[src/rtl/mem_port_arbiter.sv]
// Shares one single-outstanding memory port between instruction fetch and load/store.
// Define MEM_ARB_RR_EN for round-robin arbitration; otherwise load/store has fixed priority.
module mem_port_arbiter #(
  parameter int unsigned ADDR_W = 64,
  parameter int unsigned DATA_W = 32
) (
  input  logic              clk,
  input  logic              rst_n,
  input  logic              if_req,
  input  logic [ADDR_W-1:0] if_addr,
  output logic              if_gnt,
  output logic              if_rvalid,
  output logic [DATA_W-1:0] if_rdata,
  input  logic              flush,
  input  logic              ls_req,
  input  logic              ls_we,
  input  logic [ADDR_W-1:0] ls_addr,
  input  logic [DATA_W-1:0] ls_wdata,
  output logic              ls_gnt,
  output logic              ls_rvalid,
  output logic [DATA_W-1:0] ls_rdata,
  output logic              mem_req,
  output logic              mem_we,
  output logic [ADDR_W-1:0] mem_addr,
  output logic [DATA_W-1:0] mem_wdata,
  input  logic              mem_gnt,
  input  logic              mem_rvalid,
  input  logic [DATA_W-1:0] mem_rdata
);

  typedef enum logic {
    ST_IDLE = 1'b0,
    ST_WAIT = 1'b1
  } state_e;

  typedef enum logic {
    OWN_IF = 1'b0,
    OWN_LS = 1'b1
  } owner_e;

  state_e state_q, state_d;
  owner_e owner_q, owner_d;
  logic   drop_q, drop_d;
  logic   if_cand;
  logic   ls_wins;
  logic   hs;

  // A flushed fetch is not a candidate for the port this cycle.
  assign if_cand = if_req & ~flush;

`ifdef MEM_ARB_RR_EN
  owner_e last_q, last_d;

  // On contention the requester that did not win most recently takes the port.
  assign ls_wins = ls_req & (~if_cand | (last_q == OWN_IF));

  always_comb begin
    last_d = last_q;
    if (hs) begin
      last_d = ls_wins ? OWN_LS : OWN_IF;
    end
  end

  always_ff @(posedge clk or negedge rst_n) begin
    if (!rst_n) begin
      last_q <= OWN_IF;
    end else begin
      last_q <= last_d;
    end
  end
`else
  assign ls_wins = ls_req;
`endif

  always_ff @(posedge clk or negedge rst_n) begin
    if (!rst_n) begin
      state_q <= ST_IDLE;
      owner_q <= OWN_IF;
      drop_q  <= 1'b0;
    end else begin
      state_q <= state_d;
      owner_q <= owner_d;
      drop_q  <= drop_d;
    end
  end

  // Next state and the zero-latency request/response steering.
  always_comb begin
    state_d   = state_q;
    owner_d   = owner_q;
    drop_d    = drop_q;
    hs        = 1'b0;
    if_gnt    = 1'b0;
    if_rvalid = 1'b0;
    if_rdata  = '0;
    ls_gnt    = 1'b0;
    ls_rvalid = 1'b0;
    ls_rdata  = '0;
    mem_req   = 1'b0;
    mem_we    = 1'b0;
    mem_addr  = '0;
    mem_wdata = '0;

    case (state_q)
      ST_IDLE: begin
        if (ls_wins) begin
          mem_req   = 1'b1;
          mem_we    = ls_we;
          mem_addr  = ls_addr;
          mem_wdata = ls_wdata;
        end else if (if_cand) begin
          mem_req   = 1'b1;
          mem_addr  = if_addr;
        end
        if (mem_req && mem_gnt) begin
          hs      = 1'b1;
          ls_gnt  = ls_wins;
          if_gnt  = ~ls_wins;
          state_d = ST_WAIT;
          owner_d = ls_wins ? OWN_LS : OWN_IF;
          drop_d  = 1'b0;
        end
      end
      ST_WAIT: begin
        if (flush && (owner_q == OWN_IF)) begin
          drop_d = 1'b1;
        end
        if (mem_rvalid) begin
          if (owner_q == OWN_LS) begin
            ls_rvalid = 1'b1;
            ls_rdata  = mem_rdata;
          end else if (!(drop_q || flush)) begin
            if_rvalid = 1'b1;
            if_rdata  = mem_rdata;
          end
          state_d = ST_IDLE;
          drop_d  = 1'b0;
        end
      end
      default: begin
        state_d = ST_IDLE;
      end
    endcase

    // Outputs are forced quiet while reset is held, even with requests pending.
    if (!rst_n) begin
      hs        = 1'b0;
      if_gnt    = 1'b0;
      if_rvalid = 1'b0;
      if_rdata  = '0;
      ls_gnt    = 1'b0;
      ls_rvalid = 1'b0;
      ls_rdata  = '0;
      mem_req   = 1'b0;
      mem_we    = 1'b0;
      mem_addr  = '0;
      mem_wdata = '0;
    end
  end

`ifndef SYNTHESIS
  a_gnt_onehot : assert property (@(posedge clk) disable iff (!rst_n)
    !(if_gnt && ls_gnt));
  a_rvalid_onehot : assert property (@(posedge clk) disable iff (!rst_n)
    !(if_rvalid && ls_rvalid));
  a_wait_quiet : assert property (@(posedge clk) disable iff (!rst_n)
    (state_q == ST_WAIT) |-> !(mem_req || if_gnt || ls_gnt));
  a_rdata_zero : assert property (@(posedge clk) disable iff (!rst_n)
    (!if_rvalid -> (if_rdata == '0)) && (!ls_rvalid -> (ls_rdata == '0)));
`endif

endmodule

[config.mk]
export PLATFORM = sky130hd
export DESIGN_NAME = mem_port_arbiter
export DESIGN_NICKNAME = d
export VERILOG_FILES = /design/src/rtl/mem_port_arbiter.sv
export SDC_FILE = /design/constraint.sdc
export NUM_CORES = 1
export LEC_CHECK = 0
export CAP_MARGIN = 40
export CORE_AREA = 3 3 142 144
export CTS_CLUSTER_DIAMETER = 40
export CTS_CLUSTER_SIZE = 16
export DETAILED_ROUTE_END_ITERATION = 10
export DIE_AREA = 0 0 145 147
export SLEW_MARGIN = 20
export SYNTH_ARGS = -nofsm -noshare
export SYNTH_HDL_FRONTEND = slang
export SYNTH_SLANG_ARGS = --single-unit
[constraint.sdc]
create_clock -name clk -period 2.02 [get_ports clk]
set_input_delay 0.606 -clock clk [delete_from_list [all_inputs] [get_ports clk]]
set_output_delay 0.606 -clock clk [all_outputs]
set_load 0.005 [all_outputs]
==> run summary <==
The flow ran to the end, but the final reports show violations. The checks that failed: negative setup slack. The worst setup path is captured at an output port. Cells with a size suffix above 1 make up 59.7% of the layout. The setup path with the least slack is of type in -> out. The logs give 9 for the maximum number of pins on one net before global-route repair and 19 for the distinct cell type count of the synthesized netlist.

The number of clock sinks seen by CTS was 3. Across the run, the number of max-cap violations was 0. The leakage power total was 3.54 nW. The maximum clock insertion buffer count was 2. For this run, the share of the core covered by cells in the final layout is 39.7%. Summing all flip-flop and latch instances after layout gives 75.1 um2. During synthesis, Yosys emitted a total of 0 warnings. The synthesized netlist occupies a cell area of 1570 um2. On the critical path, the stage with the largest delay is an instance of sky130_fd_sc_hd__a22o_1. 366 I/O pins were placed. After filler insertion, the fill cell instance count of the layout stands at 1868. At the worst endpoint, the required time is 1.41 ns. In the finished design, the share of the clock period the worst path needs comes to 129%. Input and output buffers added on the ports amount to 365. Along the worst path, the maximum fanout reaches 5.

Setup repair after global routing could not meet its margin everywhere. In this design, the stage delay of the slowest critical-path cell is 0.21 ns. In the synthesized netlist, the number of instances is 209. The root buffer cell chosen for the clock tree is sky130_fd_sc_hd__clkbuf_16.

Counting I/O delays and the setup requirement, the final critical path takes 2.61 ns. The die boundary width came out at 145 um. Wires add up to 18100 um. After detailed routing, the number of remaining DRC violations is 0. The repair_antennas step left the layout with diodes totalling 0. Ranked by total cell area, the synthesized netlist is headed by sky130_fd_sc_hd__and2_1, sky130_fd_sc_hd__a22o_1, sky130_fd_sc_hd__buf_6. The detailed router placed 3650 vias in this run. TritonCTS built the clock tree. After detailed routing, the average wire length per cell comes to 18.9 um.

Derived from the worst setup path, the maximum achievable clock frequency is 0.383 GHz. The via count of the first global-routing pass was 3923. Number of setup violations in the final report: 164. Final net count: 895. The logs give -68.39 ns for the final total negative setup slack and 0.00200 ns for the post-route clock skew.

The worst vdd rail ir drop came out at 307 uV. The startpoint type of the worst setup path was an input port. After the first detailed-routing iteration, the DRC count stood at 87. The tools report the launch point of the critical path as rst_n.

The number of hold buffers added after CTS came out at 0. The startpoint of the worst-slack reg-to-reg timing path was state_q$_DFF_PN0_. For this design the ratio of total power to cell area is 236 nW/um2.

The fraction of synthesized cell area taken by the top area cell type was 39.0%. The critical path goes through buf_8 -> buf_6 -> buf_6 -> and3_4 -> buf_6 -> buf_12 -> buf_16 -> buf_12 -> buf_6 -> a22o_1 -> buf_2. The initial utilization of the core area, before any placement, comes to 8.34%. The number of pins exceeding their max-slew limit in the final report came out at 0. The sum of net half-perimeters after detailed placement is 11000 um. Final count of hold timing violations: 0. Class of the tightest hold or removal check: in -> async. After floorplanning, the core was sized to cover 18800 um2.

The cell repeated most along the worst path is sky130_fd_sc_hd__buf_6. After routing the design area is 7470 um2. Global routing used 15.7% of the available tracks. The synthesized design spends more area on one cell type than any other, namely sky130_fd_sc_hd__and2_1. The count of TritonRoute iterations in the first routing pass is 6, and the H-tree level count is 1. In this run, CTS created clock tree buffers numbering 3. In this run the vertical extent of the chip is 147 um. The number of nets handed over by synthesis was 409. The count of standard-cell rows was 50.

The worst path setup slack after routing was -0.589 ns. Sequential cells were found to cover 4.78% of the synthesized design area. In this run the tightest slew margin relative to its limit is 82.9%. The congestion estimate from routability-driven global placement came to 0.861. Relative to the synthesized area, the layout overhead comes to 376%.

At the pin with the least slew margin, the transition time is 0.253 ns. Synthesis inferred 3 register bits. The number of routed nets with antenna violations was 0.

In the final layout, the multi-input gates occupy 1580 um2. A synthesized cell averages 7.51 um2. After clock tree synthesis, the clock-pin slew on the worst setup and hold paths is 0.03 ns. The final global-route overflow total is 0. For flop-to-flop paths, the worst setup slack is 0.81 ns. Number of antenna violations at the first check in global routing: 0. Summing all placed instances gives a cell area of 5570 um2.

For the worst-skew pair, the clock arrives at the later sink with an insertion delay of 0.23 ns. The first global-routing pass estimated 25800 um of wire. The floorplan die area is 21300 um2, and the ratio of routed vias to standard cells is 3.83.

Data arrival time of the worst path: 2.00 ns.
==> per-layer routing <==
layer	track usage (%)	up-vias	routed length (um)
met5	0	-	0
met4	2.71	0	356
met3	2.87	19	1150
met2	29.9	200	9550
met1	18.5	1698	7010
li1	-	1733	-
==> stage by stage <==
step / instances / hold slack [ns] / worst slack [ns] / power (mW)
6_report: 954 / 0.442 / -0.589 / 1.77
3_3_place_gp: 830 / 0.664 / -1.19 / 1.04
4_1_cts: 960 / 0.503 / -0.705 / 1.74
2_1_floorplan: 209 / 0.310 / 0.0210 / 0.303
3_5_place_dp: 830 / 0.667 / -1.21 / 1.04
5_1_grt: 954 / 0.455 / -0.627 / 1.85
==> layout by cell type (no fill, tap or decap) <==
master and count:
sky130_fd_sc_hd__clkbuf_16 3, sky130_fd_sc_hd__nor3b_2 1, sky130_fd_sc_hd__and3_1 1, sky130_fd_sc_hd__nand2_1 2, sky130_fd_sc_hd__buf_4 18, sky130_fd_sc_hd__o21ai_2 1, sky130_fd_sc_hd__nor2_4 1, sky130_fd_sc_hd__nand3_4 1
sky130_fd_sc_hd__a22o_1 65, sky130_fd_sc_hd__nor2b_4 2, sky130_fd_sc_hd__clkbuf_2 1, sky130_fd_sc_hd__buf_2 75, sky130_fd_sc_hd__nor2_1 2, sky130_fd_sc_hd__nor4_4 1, sky130_fd_sc_hd__o21ai_0 1, sky130_fd_sc_hd__and3_4 1
sky130_fd_sc_hd__and2_4 89, sky130_fd_sc_hd__buf_16 16, sky130_fd_sc_hd__dfrtp_1 3, sky130_fd_sc_hd__and2_1 9, sky130_fd_sc_hd__nand2b_4 1, sky130_fd_sc_hd__nor3b_4 1, sky130_fd_sc_hd__clkbuf_1 1, sky130_fd_sc_hd__buf_8 17
sky130_fd_sc_hd__buf_12 20, sky130_fd_sc_hd__buf_6 164, sky130_fd_sc_hd__clkdlybuf4s50_1 193, sky130_fd_sc_hd__inv_1 2, sky130_fd_sc_hd__clkdlybuf4s15_1 1, sky130_fd_sc_hd__a31o_2 1
==> cells in the mapped netlist, drive strengths merged <==
cell / count
a22o: 65
clkbuf: 5
inv: 2
nand2: 2
dfrtp: 3
nand3: 1
buf: 19
o21ai: 2
nand2b: 1
nor3b: 2
nor4: 1
a31o: 1
nor2b: 2
and3: 2
and2: 98
nor2: 3
==> final timing paths <==
path	end	cells after the start
max in group asynchronous	drop_q$_DFFE_PN0P_	5
worst min register to register	drop_q$_DFFE_PN0P_	2
worst max-delay path	mem_addr[37]	11
worst min-delay path	state_q$_DFF_PN0_	4
worst max register to register	owner_q$_DFFE_PN0P_	6
min in group clk	drop_q$_DFFE_PN0P_	2
==> critical path: cells and delay by family <==
kind            cells  cell delay (ns)
compound gates      1             0.21
simple gates        1             0.14
buf+inv             9             1.03
==> sequential cells by signal, indices dropped and copies added (netlist names) <==
name and cells:
state_q 1, drop_q 1, owner_q 1
==> power breakdown <==
| part | internal (mW) | leakage (nW) | total [mW] | switching [mW] |
|---|---|---|---|---|
| registers | 0.0706 | 0.0367 | 0.0809 | 0.0103 |
| clock network | 0.261 | 0.0382 | 0.325 | 0.0633 |
| logic | 0.946 | 3.46 | 1.36 | 0.414 |
| total | 1.28 | 3.54 | 1.77 | 0.488 |
==> final cells by class <==
type / instances / area share [%]
Clock buffer: 4 / 1.06
Tap cell: 260 / 4.36
Inverter: 2 / 0.101
Sequential cell: 3 / 1.01
Multi-Input combinational cell: 180 / 21.2
Timing Repair Buffer: 505 / 72.3
==> repair_timing <==
action / CTS / global route
buffers inserted: 102 / 25
pin swaps: 83 / 52
gates cloned: 24 / 0
endpoints found under the hold margin: 0 / 0
endpoints found under the setup margin: 166 / 165
gates resized for setup: 896 / 138
==> cell families (layout without fill, tap and decap cells) <==
kind of cell	count (synthesis)	after routing	synth area share, %
compound gates	68	68	37.5
buf+inv	26	511	12.1
flops	3	3	4.78
simple gates	112	112	45.7
Power figures use the tool's default switching activity.
